==> src/rtl/blackjack_interval_timer.sv <==
`default_nettype none
// ============================================================================
// Module   : blackjack_interval_timer
// Brief    : Prescaled tick timer with one-shot/periodic modes, pause, restart
//            and clear; optional shuffler seed counter (BLACKJACK_TIMER_SEED_EN).
// Revision : 1.0 - initial release
// ============================================================================
module blackjack_interval_timer #(
    parameter int CLK_HZ     = 50_000_000,
    parameter int TICK_HZ    = 2000,
    parameter int WIDTH      = 12,
    parameter int SEED_WIDTH = 16
) (
    input  logic                  clk_50M,
    input  logic                  i_Rst_n,
    input  logic                  i_Start,
    input  logic                  i_Clear,
    input  logic                  i_Pause,
    input  logic                  i_Mode,
    input  logic [WIDTH-1:0]      i_Limit,
    input  logic                  i_Seed_En,
    output logic [WIDTH-1:0]      o_Count,
    output logic                  o_Busy,
    output logic                  o_Tick,
    output logic                  o_Expired,
    output logic                  o_Done,
    output logic [SEED_WIDTH-1:0] o_Seed
);

    localparam int DIV = CLK_HZ / TICK_HZ;
    localparam int PW  = (DIV > 2) ? $clog2(DIV) : 1;
    localparam logic [PW-1:0] PRESC_MAX = PW'(DIV - 1);

    generate
        if ((DIV < 2) || ((CLK_HZ % TICK_HZ) != 0)) begin : g_div_check
            $error("CLK_HZ/TICK_HZ must be an integer >= 2");
        end
    endgenerate

    typedef enum logic [1:0] {
        IDLE   = 2'd0,
        RUN    = 2'd1,
        PAUSED = 2'd2,
        DONE   = 2'd3
    } state_t;

    state_t            state, state_nxt;
    logic [PW-1:0]     presc, presc_nxt;
    logic [WIDTH-1:0]  count_nxt, count_inc;
    logic [WIDTH-1:0]  limit_q, limit_nxt;
    logic              mode_q, mode_nxt;
    logic              done_nxt, busy_nxt, tick_nxt, expired_nxt;

    always_ff @(posedge clk_50M or negedge i_Rst_n) begin
        if (!i_Rst_n) begin
            state     <= IDLE;
            presc     <= '0;
            o_Count   <= '0;
            limit_q   <= '0;
            mode_q    <= 1'b0;
            o_Done    <= 1'b0;
            o_Busy    <= 1'b0;
            o_Tick    <= 1'b0;
            o_Expired <= 1'b0;
        end else begin
            state     <= state_nxt;
            presc     <= presc_nxt;
            o_Count   <= count_nxt;
            limit_q   <= limit_nxt;
            mode_q    <= mode_nxt;
            o_Done    <= done_nxt;
            o_Busy    <= busy_nxt;
            o_Tick    <= tick_nxt;
            o_Expired <= expired_nxt;
        end
    end

    always_comb begin
        state_nxt   = state;
        presc_nxt   = presc;
        count_nxt   = o_Count;
        limit_nxt   = limit_q;
        mode_nxt    = mode_q;
        done_nxt    = o_Done;
        tick_nxt    = 1'b0;
        expired_nxt = 1'b0;
        count_inc   = o_Count + WIDTH'(1);

        if (i_Clear) begin
            state_nxt = IDLE;
            presc_nxt = '0;
            count_nxt = '0;
            done_nxt  = 1'b0;
        end else if (i_Start) begin
            state_nxt = RUN;
            limit_nxt = i_Limit;
            mode_nxt  = i_Mode;
            presc_nxt = '0;
            count_nxt = '0;
            done_nxt  = 1'b0;
        end else if ((state == RUN) || (state == PAUSED)) begin
            if (i_Pause) begin
                state_nxt = PAUSED;
            end else begin
                // Leaving PAUSED advances the prescaler on the same edge so a
                // pause of P cycles costs exactly P cycles.
                state_nxt = RUN;
                if (presc == PRESC_MAX) begin
                    presc_nxt = '0;
                    tick_nxt  = 1'b1;
                    count_nxt = count_inc;
                    if (count_inc == limit_q) begin
                        expired_nxt = 1'b1;
                        done_nxt    = 1'b1;
                        if (mode_q) begin
                            count_nxt = '0;
                        end else begin
                            state_nxt = DONE;
                        end
                    end
                end else begin
                    presc_nxt = presc + PW'(1);
                end
            end
        end

        busy_nxt = (state_nxt == RUN) || (state_nxt == PAUSED);
    end

`ifdef BLACKJACK_TIMER_SEED_EN
    always_ff @(posedge clk_50M or negedge i_Rst_n) begin
        if (!i_Rst_n) begin
            o_Seed <= '0;
        end else if (i_Seed_En) begin
            o_Seed <= o_Seed + SEED_WIDTH'(1);
        end
    end
`else
    logic unused_seed_en;
    assign unused_seed_en = i_Seed_En;
    assign o_Seed         = '0;
`endif

endmodule
`default_nettype wire

==> config.mk <==
export PLATFORM = sky130hd
export DESIGN_NAME = blackjack_interval_timer
export DESIGN_NICKNAME = d
export VERILOG_FILES = /design/src/rtl/blackjack_interval_timer.sv
export SDC_FILE = /design/constraint.sdc
export NUM_CORES = 1
export LEC_CHECK = 0
export CORE_MARGIN = 10
export CORE_UTILIZATION = 33
export DETAILED_ROUTE_END_ITERATION = 12
export PLACE_DENSITY = 0.6
export SLEW_MARGIN = 5
export SYNTH_ARGS = -nofsm -noshare
export SYNTH_HDL_FRONTEND = slang
export SYNTH_SLANG_ARGS = --single-unit
==> constraint.sdc <==
create_clock -name clk_50M -period 6.1 [get_ports clk_50M]
set_clock_uncertainty 0.15 [all_clocks]
set_input_delay 0.61 -clock clk_50M [delete_from_list [all_inputs] [get_ports clk_50M]]
set_output_delay 0.61 -clock clk_50M [all_outputs]
set_load 0.01 [all_outputs]
# Yosys cells after proc, flatten, opt, wreduce, memory -nomap -nowiden
# Cells that the tools add are included.
# Widths: inputs -> output; s select.
# totals
word_cells,64
reg_bits,46
output_inout_bits,32
in_bits,19
# op_classes
bitwise,1
addsub,2
eq_ne,7
muxes,36
n_reduce_logical,9
# op_table
op,n
$mux 12,7
$mux 15,5
$mux 1,17
$add 15x1->15 const B,1
$eq 15x15->1 const B,1
$mux 2,7
$add 12x1->12 const B,1
$eq 12x12->1,1
$reduce_bool 3->1,3
$eq 2x1->1 const B,2
$eq 2x2->1 const B,2
$reduce_and 2->1,2
$reduce_and 4->1,1
$ne 3x3->1 const B,1
$reduce_and 3->1,1
$logic_or 1x1->1,2
$not 1->1,1

# Logic depth before layout (Yosys ltp)
# Gate-level depths: netlist of the first run.
# depth
ltp_word,10
ltp_mapped,9
depth_no_buf,7

# Worst setup path after synthesis of the first run
# No wires, ideal clock.
# synth_timing
kind,register to register
startpoint,reg o_Count[0]
endpoint,reg o_Count[11]
path_stages_with_launch,9
t_arrival_ps,2309
path_buffers,1
setup_ps,131
path_slack_ps,3510
synth_period_minus_slack_ps,2590
required_time_ps,5819
cell_sequence,dfrtp_1 ha_1 xor3_1 o32ai_1 a21boi_0 nand4b_2 buf_6 o32ai_1 o21ai_1
# synth_via
elab_chain_len,8
elab_cells_between_ends,9
cone_classes,add/sub (1); eq/ne (1); mux (7)
# synth_rtl
element,line_no,text
from (decl),22,"output logic [WIDTH-1:0] o_Count,"
from (signal assigned),68,o_Count <= count_nxt;
$add 12x1->12 (*),87,count_inc = o_Count + WIDTH'(1);
$eq 12x12->1 or $mux 12 (tied branches),"112, 115",
$mux 12 (*),112,if (count_inc == limit_q) begin
$mux 12 (*),108,if (presc == PRESC_MAX) begin
$mux 12 (*),102,if (i_Pause) begin
$mux 12 (*),101,end else if ((state == RUN) || (state == PAUSED)) begin
$mux 12 (*),94,end else if (i_Start) begin
$mux 12 (*),89,if (i_Clear) begin
# Every way passes the cells marked *; elsewhere a longest branch is shown, timed or not. The select of a mux whose other input is x is not followed.
# A chain may end at the register's enable or synchronous reset.

# Worst setup path in the final report of the first run
# layout_timing
startpoint,reg o_Count[0]
endpoint,reg o_Count[1]
# The elaborated chain is that of the path after synthesis.

==> results.yml, run 1 <==
status:
  status: "completed"
clocking:
  htree_levels: 2
  numCtsBuffers: 5
  ctsHoldBuffers: 0
  clock_path_buffers: 2
  cts_tree: "yes"
  clock-root-buffer: "clkbuf_8"
  cts.sinks: 46
  post-cts-setup-buffer-count: 0
  clkTransAtPathRegs_ns: 0.08
  clock_latency_ns: 0.31
  post_cts_resized: 0
detailed_routing:
  drtIter0Drc: 158
  met1_length_um: 3290
  wirelength_um: 6980
  drt_pre_antenna_iters: 7
  vias: 2311
  vias_per_cell: 5.22
  drc: 0
  wl_met3_um: 445
  top_layer_used: "met4"
  ant_nets: 0
  dr_wl_met2_um: 3160
  routedWlPerCell_um: 15.8
worst_setup_path:
  cp_max_fo: 14
  path_delay_family: "compound AO/OA/AOI/OAI gates"
  crit_path_end_kind: "flip-flop"
  crit_path_top_delay_cell: "dfrtp_1"
  cp_num_cells: 7
  cp_cell_sequence: "ha_1, xor3_1, o32ai_1, a21boi_0, nand4b_2, o311ai_1, a21oi_1"
  critPathBufInv: 0
  worstSetupPathType: "reg2reg"
  cp-start-kind: "flip-flop"
  required_ns: 6.13
  slowest_delay_ns: 0.55
  r2r_cells: 7
  cp.arrival_ns: 3.16
synth:
  synthArstFlopShare: 1.00
  synth-edff-count: 0
  synth_cell_types: 53
  synthCells: 308
  synthFlopType: "dfrtp_1"
  netlist_top_cells_count: "dfrtp_1, nand2_1, nor2_1"
  yosys.area.top_type: "dfrtp_1"
  synth_warnings: 0
  netlist_top_cells_area: "dfrtp_1, mux2_2, buf_4"
  synth_seq_cells: 46
  syn_avg_cell_area_um2: 9.34
  ys_seq_area_frac: 0.400
  synth_top_cell_area_share: 0.400
  synth.most_common_cell: "dfrtp_1"
  netlist_area_um2: 2880
finish:
  n_antenna_cell: 0
  num-fill-cells: 896
  drive_above_1_share: 0.0985
  fin_nets: 356
  synthToLayoutAreaGrowth_pct: 15.7
global_route:
  grt_pass1_wl_um: 11900
  grt_usage: 0.111
  grt_max_degree: 47
  grt_antenna_before_repair: 0
  grt_pass1_vias: 2328
  overflow: 0
place:
  dp_hpwl_um: 5020
  io_buffers: 33
  pre_cts_ws_ns: 2.98
  routabilityCongestion: 0.875
die:
  num_io_pins: 51
  num_rows: 34
  die-area_um2: 12900
  die_h_um: 113
  die_x_um: 113
  coreArea_um2: 8590
  initial_core_util: 0.335
sta:
  maxSlewViolCount: 0
  hold_viol_final: 0
  setup_violations: 0
  fin_tns_setup_ns: 0
  worst_slew_pin_slew_ns: 1.09
  rsz0062_at_grt: "no"
  timing.final.crit_share: 0.513
  setup_ws_ns: 2.97
  maxSlewHeadroom: 0.268
  finalCriticalPeriod_ns: 3.13
  max_freq_mhz: 319
pwr:
  p_leak_uw: 0.00141
  p_total_uw: 674
  power_density_nw_per_um2: 203
  vdd_ir_drop_max_uv: 76.8
min_path:
  hold_class: "in2async"
run:
  drv_cap: 0
sequential cells by signal (all words and copies together), names as in the netlist:
name / flops
state: 2
limit_q: 12
presc: 15
o_Busy: 1
o_Count: 12
o_Done: 1
mode_q: 1
o_Tick: 1
o_Expired: 1
path summary, 6_finish.rpt:
check / from / to / slack (ns)
max: o_Count[0] / o_Count[1] / 2.97
max in group asynchronous: i_Rst_n / o_Count[6] / 4.82
max reg2reg: o_Count[0] / o_Count[1] / 2.97
min: i_Rst_n / limit_q[2] / 0.33
min in group clk_50M: o_Done / o_Done / 0.36
min reg2reg: o_Done / o_Done / 0.36
cells by family (layout without fill, tap and decap cells):
logic type	after synthesis	after routing	share of synthesized area
multiplexers	16	16	0.0618
XOR/XNOR	22	22	0.0722
AND/OR/NAND/NOR	139	139	0.259
adder cells (fa/ha/maj)	3	3	0.0131
buffers and inverters	37	49	0.0744
AO/OA/AOI/OAI	44	44	0.118
other	1	16	0.00130
flip-flops	46	46	0.400
cell type report:
cell class / instances / area [µm²] / share of cell area
tap: 108 / 135 / 0.0406
clock inverter: 1 / 30.0 / 0.00903
timing repair buffer: 36 / 348 / 0.105
clock buffer: 7 / 76.3 / 0.0229
multi-input combinational: 240 / 1570 / 0.471
inverter: 5 / 18.8 / 0.00564
sequential: 46 / 1150 / 0.346
through the flow:
stage | cell area [µm²] | util | std cells | hold slack (ns)
global placement | 3220 | 0.375 | 435 | 0.335
CTS | 3330 | 0.387 | 443 | 0.366
floorplan | 2930 | - | 323 | 0.164
detailed placement | 3220 | 0.375 | 435 | 0.345
global route | 3330 | 0.387 | 443 | 0.387
finish | 3330 | 0.387 | 443 | 0.330
where the power goes:
group	internal (µW)	switching (µW)
Clock	123	108
Combinational	47.8	57.6
Sequential	321	16.5
routing by layer:
metal | vias to the layer above | GRT usage
li1 | 1141 | -
met1 | 1111 | 0.148
met2 | 52 | 0.166
met3 | 7 | 0.0317
met4 | 0 | 0.0398
met5 | - | 0
cell usage in the layout, fill, tap and decap left out, types with 2 or more instances in the layout:
| master | synthesis | final |
|---|---|---|
| and3_1 | 12 | 12 |
| or2_2 | 4 | 4 |
| ha_1 | 3 | 3 |
| inv_1 | 5 | 5 |
| mux2_2 | 14 | 14 |
| xnor2_1 | 11 | 11 |
| nand4_1 | 6 | 6 |
| mux2i_1 | 2 | 2 |
| nor3_1 | 9 | 9 |
| buf_4 | 16 | 3 |
| conb_1 | 1 | 16 |
| o21ai_1 | 2 | 2 |
| dfrtp_1 | 46 | 46 |
| a22o_1 | 3 | 3 |
| nor2_1 | 25 | 25 |
| o41ai_1 | 2 | 2 |
| nand2_1 | 30 | 30 |
| nor4_1 | 13 | 13 |
| nand3_1 | 18 | 18 |
| or4_1 | 3 | 3 |
| o21ai_0 | 8 | 8 |
| clkbuf_8 | 0 | 5 |
| a21oi_1 | 3 | 3 |
| clkbuf_1 | 9 | 2 |
| xor2_1 | 10 | 10 |
| nor2b_1 | 4 | 4 |
| clkdlybuf4s50_1 | 0 | 32 |
| and2_1 | 3 | 3 |
| and4_1 | 3 | 3 |
| o32ai_1 | 11 | 11 |
| o31ai_1 | 3 | 3 |
No activity file was read; power rests on OpenSTA's default activity.
==> inputs of run 2 (changes only) <==
--- a/config.mk
+++ b/config.mk
@@ -8,7 +8,7 @@
 export CORE_MARGIN = 10
 export CORE_UTILIZATION = 33
 export DETAILED_ROUTE_END_ITERATION = 12
-export PLACE_DENSITY = 0.6
+export PLACE_DENSITY = 0.62
 export SLEW_MARGIN = 5
 export SYNTH_ARGS = -nofsm -noshare
 export SYNTH_HDL_FRONTEND = slang
==> constraint.sdc (replaced) <==
create_clock -name clk_50M -period 2.75 [get_ports clk_50M]
set_clock_uncertainty 0.15 [all_clocks]
set_input_delay 0.275 -clock clk_50M [delete_from_list [all_inputs] [get_ports clk_50M]]
set_output_delay 0.275 -clock clk_50M [all_outputs]
set_load 0.01 [all_outputs]
==> results.yml, run 2 (synthesis gave the netlist of run 1 again) <==
detailed_routing:
  drtIter0Drc: 89
  drc: 0
  vias: 2440
  drt_pre_antenna_iters: 4
  ant_nets: 0
  vias_per_cell: 5.28
  wirelength_um: 7210
  routedWlPerCell_um: 15.6
global_route:
  grt_pass1_vias: 2343
  grt_max_degree: 25
  overflow: 0
  grt_antenna_before_repair: 0
  grt_usage: 0.111
  grt_pass1_wl_um: 11800
die:
  die_h_um: 113
  num_rows: 34
  die_x_um: 113
  die-area_um2: 12900
  initial_core_util: 0.335
  coreArea_um2: 8590
  num_io_pins: 51
finish:
  final_cell_mix: "dfrtp_1, clkdlybuf4s50_1, nand2_1"
  fin_cells: 462
  largest_register_ffs: 15
  drive_above_1_share: 0.150
  n_antenna_cell: 0
  synthToLayoutAreaGrowth_pct: 20.2
  fin_nets: 375
  layout_commonest_cell: "dfrtp_1"
  biggestRegsByFlops: "presc: 15 flops, limit_q: 12 flops, o_Count: 12 flops"
  regMostFlops: "presc"
  post-route-cell-area_um2: 3460
  fin_util: 0.402
  num-fill-cells: 842
worst_setup_path:
  path_delay_family: "simple AND/OR/NAND/NOR gates"
  critPathBufInv: 1
  cp_cell_sequence: "or4_1, or4_1, nand2b_4, nor2_1, inv_1, o31ai_1"
  worstSetupPathType: "reg2reg"
  crit_path_end_kind: "flip-flop"
  required_ns: 2.82
  cp_max_fo: 22
  cp-start-kind: "flip-flop"
  slowest_delay_ns: 0.59
  crit_path_top_delay_cell: "or4_1"
  cp.arrival_ns: 2.70
  crit_top_cell: "or4_1"
clocking:
  clkTransAtPathRegs_ns: 0.10
  clock_latency_ns: 0.31
  cts.sinks: 46
  clock-root-buffer: "clkbuf_8"
  clock_path_buffers: 2
  numCtsBuffers: 5
  htree_levels: 2
  cts_tree: "yes"
pwr:
  p_sw_uw: 415
  p_int_uw: 1010
  power_density_nw_per_um2: 411
  clockPowerShare: 0.305
  pwr-share-comb: 0.169
  switching_share: 0.292
  vdd_ir_drop_max_uv: 209
  p_leak_uw: 0.00149
  pwr-share-seq: 0.526
sta:
  maxSlewHeadroom: 0.607
  hold_viol_final: 0
  worst_slew_pin_slew_ns: 0.590
  rsz0062_at_grt: "no"
  maxSlewViolCount: 0
  setup_violations: 0
  finalCriticalPeriod_ns: 2.63
  fin_tns_setup_ns: 0
  holdWs_ns: 0.350
  timing.final.crit_share: 0.956
  max_freq_mhz: 380
place:
  post-place-cells: 452
  postPlaceCellArea_um2: 3350
  routabilityCongestion: 0.865
  dp_hpwl_um: 5410
  io_buffers: 33
status:
  status: "completed"
min_path:
  hold_class: "in2async"
run:
  drv_cap: 0
==> run 2: cell count changes in the layout (fill, tap and decap cells not counted), sizes merged <==
cell / previous run / this run
clkbuf: 7 / 5
dlygate4sd3: 0 / 1
bufinv: 1 / 0
inv: 5 / 6
clkinvlp: 0 / 2
buf: 4 / 22
==> run 2: worst register-to-register path: stages, from the launching register on <==
cell,delay (ns)
dfrtp_1,0.42
or4_1,0.54
or4_1,0.59
nand2b_4,0.29
nor2_1,0.22
inv_1,0.08
o31ai_1,0.24
==> run 2: power groups by stage <==
stage | combinational [µW] | sequential, µW | clock (µW)
6_report | 240 | 748 | 434
5_1_grt | 267 | 754 | 478
4_1_cts | 241 | 748 | 451
3_5_place_dp | 239 | 761 | 0
3_3_place_gp | 233 | 760 | 0
2_1_floorplan | 174 | 752 | 0
==> run 2: timing repair <==
item                       in CTS  in global routing
setup buffers                   0                  1
gates resized for setup         0                  1
setup endpoints to repair       0                  8
hold endpoints to repair       22                  0
hold buffers                    1                  0
==> run 2: stage by stage <==
stage	total power, µW	setup WS, ns
global placement	993	0.128
CTS	1440	0.0302
floorplan	926	0.160
finish	1420	0.120
global route	1500	0.00210
detailed placement	1000	0.0666
==> run 2: final timing paths <==
kind,startpoint,endpoint,slack [ns],depth (start not counted)
max,presc[11],o_Count[0],0.12,6
min,i_Rst_n,o_Count[9],0.35,2
max reg2reg,presc[11],o_Count[0],0.12,6
min reg2reg,o_Done,o_Done,0.37,1
max in group asynchronous,i_Rst_n,presc[3],1.35,3
min in group clk_50M,o_Done,o_Done,0.37,1
==> run 2: routing by layer <==
metal,global-route usage,routed length [µm],vias to the layer above,share of wire
li1,-,-,1189,-
met1,0.140,3150,1185,0.44
met2,0.179,3530,57,0.49
met3,0.0296,424,9,0.059
met4,0.0364,108,0,0.015
met5,0,0,-,0
==> run 2: layout make-up <==
class | count | area, µm² | share of cell area
Tap cell | 108 | 135 | 0.0391
Clock inverter | 3 | 23.8 | 0.00687
Inverter | 5 | 18.8 | 0.00543
Timing Repair Buffer | 55 | 493 | 0.143
Multi-Input combinational cell | 240 | 1570 | 0.453
Sequential cell | 46 | 1150 | 0.333
Clock buffer | 5 | 68.8 | 0.0199
==> inputs of run 3 (changes only) <==
--- a/config.mk
+++ b/config.mk
@@ -8,7 +8,7 @@
 export CORE_MARGIN = 10
 export CORE_UTILIZATION = 33
 export DETAILED_ROUTE_END_ITERATION = 12
-export PLACE_DENSITY = 0.62
+export PLACE_DENSITY = 0.6
 export SLEW_MARGIN = 5
 export SYNTH_ARGS = -nofsm -noshare
 export SYNTH_HDL_FRONTEND = slang
==> constraint.sdc (replaced) <==
create_clock -name clk_50M -period 2.7 [get_ports clk_50M]
set_clock_uncertainty 0.15 [all_clocks]
set_input_delay 0.27 -clock clk_50M [delete_from_list [all_inputs] [get_ports clk_50M]]
set_output_delay 0.27 -clock clk_50M [all_outputs]
set_load 0.01 [all_outputs]
==> results.yml, run 3 (synthesis gave the netlist of run 1 again) <==
pwr:
  p_leak_uw: 0.00151
  pwr-share-seq: 0.519
  clockPowerShare: 0.308
  p_total_uw: 1470
  vdd_ir_drop_max_uv: 168
  p_sw_uw: 423
  p_int_uw: 1050
  power_density_nw_per_um2: 420
  switching_share: 0.287
  pwr-share-comb: 0.173
detailed_routing:
  routedWlPerCell_um: 16.3
  drtIter0Drc: 116
  met1_length_um: 3400
  top_layer_used: "met4"
  wl_met3_um: 532
  drt_pre_antenna_iters: 4
  vias_per_cell: 5.38
  ant_nets: 0
  wirelength_um: 7540
  drc: 0
  dr_wl_met2_um: 3470
  vias: 2494
sta:
  rsz0062_at_grt: "no"
  maxSlewHeadroom: 0.502
  maxSlewViolCount: 0
  fin_tns_setup_ns: 0
  hold_viol_final: 0
  timing.final.crit_share: 0.944
  setup_violations: 0
  finalCriticalPeriod_ns: 2.55
  max_freq_mhz: 392
  worst_slew_pin_slew_ns: 0.739
worst_setup_path:
  reg2reg_to: "o_Count[7]"
  cp.arrival_ns: 2.65
  timing.rr.start: "presc[11]"
  cp-start-kind: "flip-flop"
  required_ns: 2.80
  crit_path_end_kind: "flip-flop"
  cp_max_fo: 11
  r2r_cells: 6
  crit_start: "presc[11]"
  reg2reg_slack_ns: 0.15
  worstSetupPathType: "reg2reg"
die:
  die_x_um: 113
  num_rows: 34
  die-area_um2: 12900
  initial_core_util: 0.335
  num_io_pins: 51
  coreArea_um2: 8590
  die_h_um: 113
global_route:
  grt_max_degree: 30
  grt_antenna_before_repair: 0
  grt_usage: 0.117
  overflow: 0
  grt_pass1_wl_um: 12600
  grt_pass1_vias: 2507
run:
  drv_cap: 0
place:
  post-place-cells: 454
  routabilityCongestion: 0.834
  dp_hpwl_um: 5540
  postPlaceCellArea_um2: 3360
  io_buffers: 33
finish:
  multi_input_area_um2: 1610
  largest_register_ffs: 15
  biggestRegsByFlops: "presc: 15 flops, limit_q: 12 flops, o_Count: 12 flops"
  layout_commonest_cell: "dfrtp_1"
  regMostFlops: "presc"
  post-route-cell-area_um2: 3510
  area.sequential_um2: 1150
  synthToLayoutAreaGrowth_pct: 21.9
  fin_nets: 377
  drive_above_1_share: 0.171
  num-fill-cells: 871
  n_antenna_cell: 0
  final_cell_mix: "dfrtp_1, clkdlybuf4s50_1, nand2_1"
  fin_cells: 464
clocking:
  clock_latency_ns: 0.30
  numCtsBuffers: 5
  clkTransAtPathRegs_ns: 0.09
  post-cts-setup-buffer-count: 0
  cts.sinks: 46
  htree_levels: 2
  cts_tree: "yes"
  clock-root-buffer: "clkbuf_8"
  clock_path_buffers: 2
status:
  status: "completed"
min_path:
  hold_class: "in2async"
==> run 3: power groups by stage <==
stage	registers, µW	clock network [µW]	logic (µW)
6_report	764	454	255
5_1_grt	771	496	280
4_1_cts	765	469	250
3_5_place_dp	779	0	248
3_3_place_gp	777	0	239
2_1_floorplan	766	0	178
==> run 3: worst max-delay path: stages, from the launching register on <==
cell and delay (ns):
dfrtp_1 0.42, or4_1 0.56, or4_4 0.58, nand2b_2 0.34, nor4_1 0.24, o32ai_1 0.13, nand2_1 0.07
==> run 3: area by class of cell <==
| class | count | share of cell area |
|---|---|---|
| multi-input combinational | 241 | 0.458 |
| sequential | 46 | 0.328 |
| timing repair buffer | 56 | 0.143 |
| tap | 108 | 0.0385 |
| clock buffer | 6 | 0.0235 |
| inverter | 5 | 0.00535 |
| clock inverter | 2 | 0.00357 |
==> run 3: worst max-delay path by stage <==
stage,endpoint,cells after the start
floorplan,o_Count[11],8
global route,o_Count[1],8
detailed placement,o_Count[11],8
CTS,o_Count[11],8
finish,o_Count[7],6
global placement,o_Count[0],6
==> run 3: metrics by stage <==
| stage | setup slack (ns) | util | hold WS, ns |
|---|---|---|---|
| global placement | 0.140 | 0.391 | 0.0874 |
| CTS | 0.0460 | 0.404 | 0.300 |
| floorplan | 0.110 | - | -0.176 |
| detailed placement | 0.0351 | 0.391 | 0.0942 |
| global route | 0.00133 | 0.408 | 0.322 |
| finish | 0.152 | 0.408 | 0.278 |
==> run 3: repair_timing <==
item	CTS	global route
endpoints found under the hold margin	17	0
setup endpoints to repair	0	15
resized for setup	0	7
hold buffers	1	0
==> run 3: routing by layer <==
| layer | track usage | up-vias |
|---|---|---|
| met4 | 0.0338 | 0 |
| met5 | 0 | - |
| met2 | 0.186 | 83 |
| met3 | 0.0323 | 12 |
| met1 | 0.152 | 1212 |
| li1 | - | 1187 |
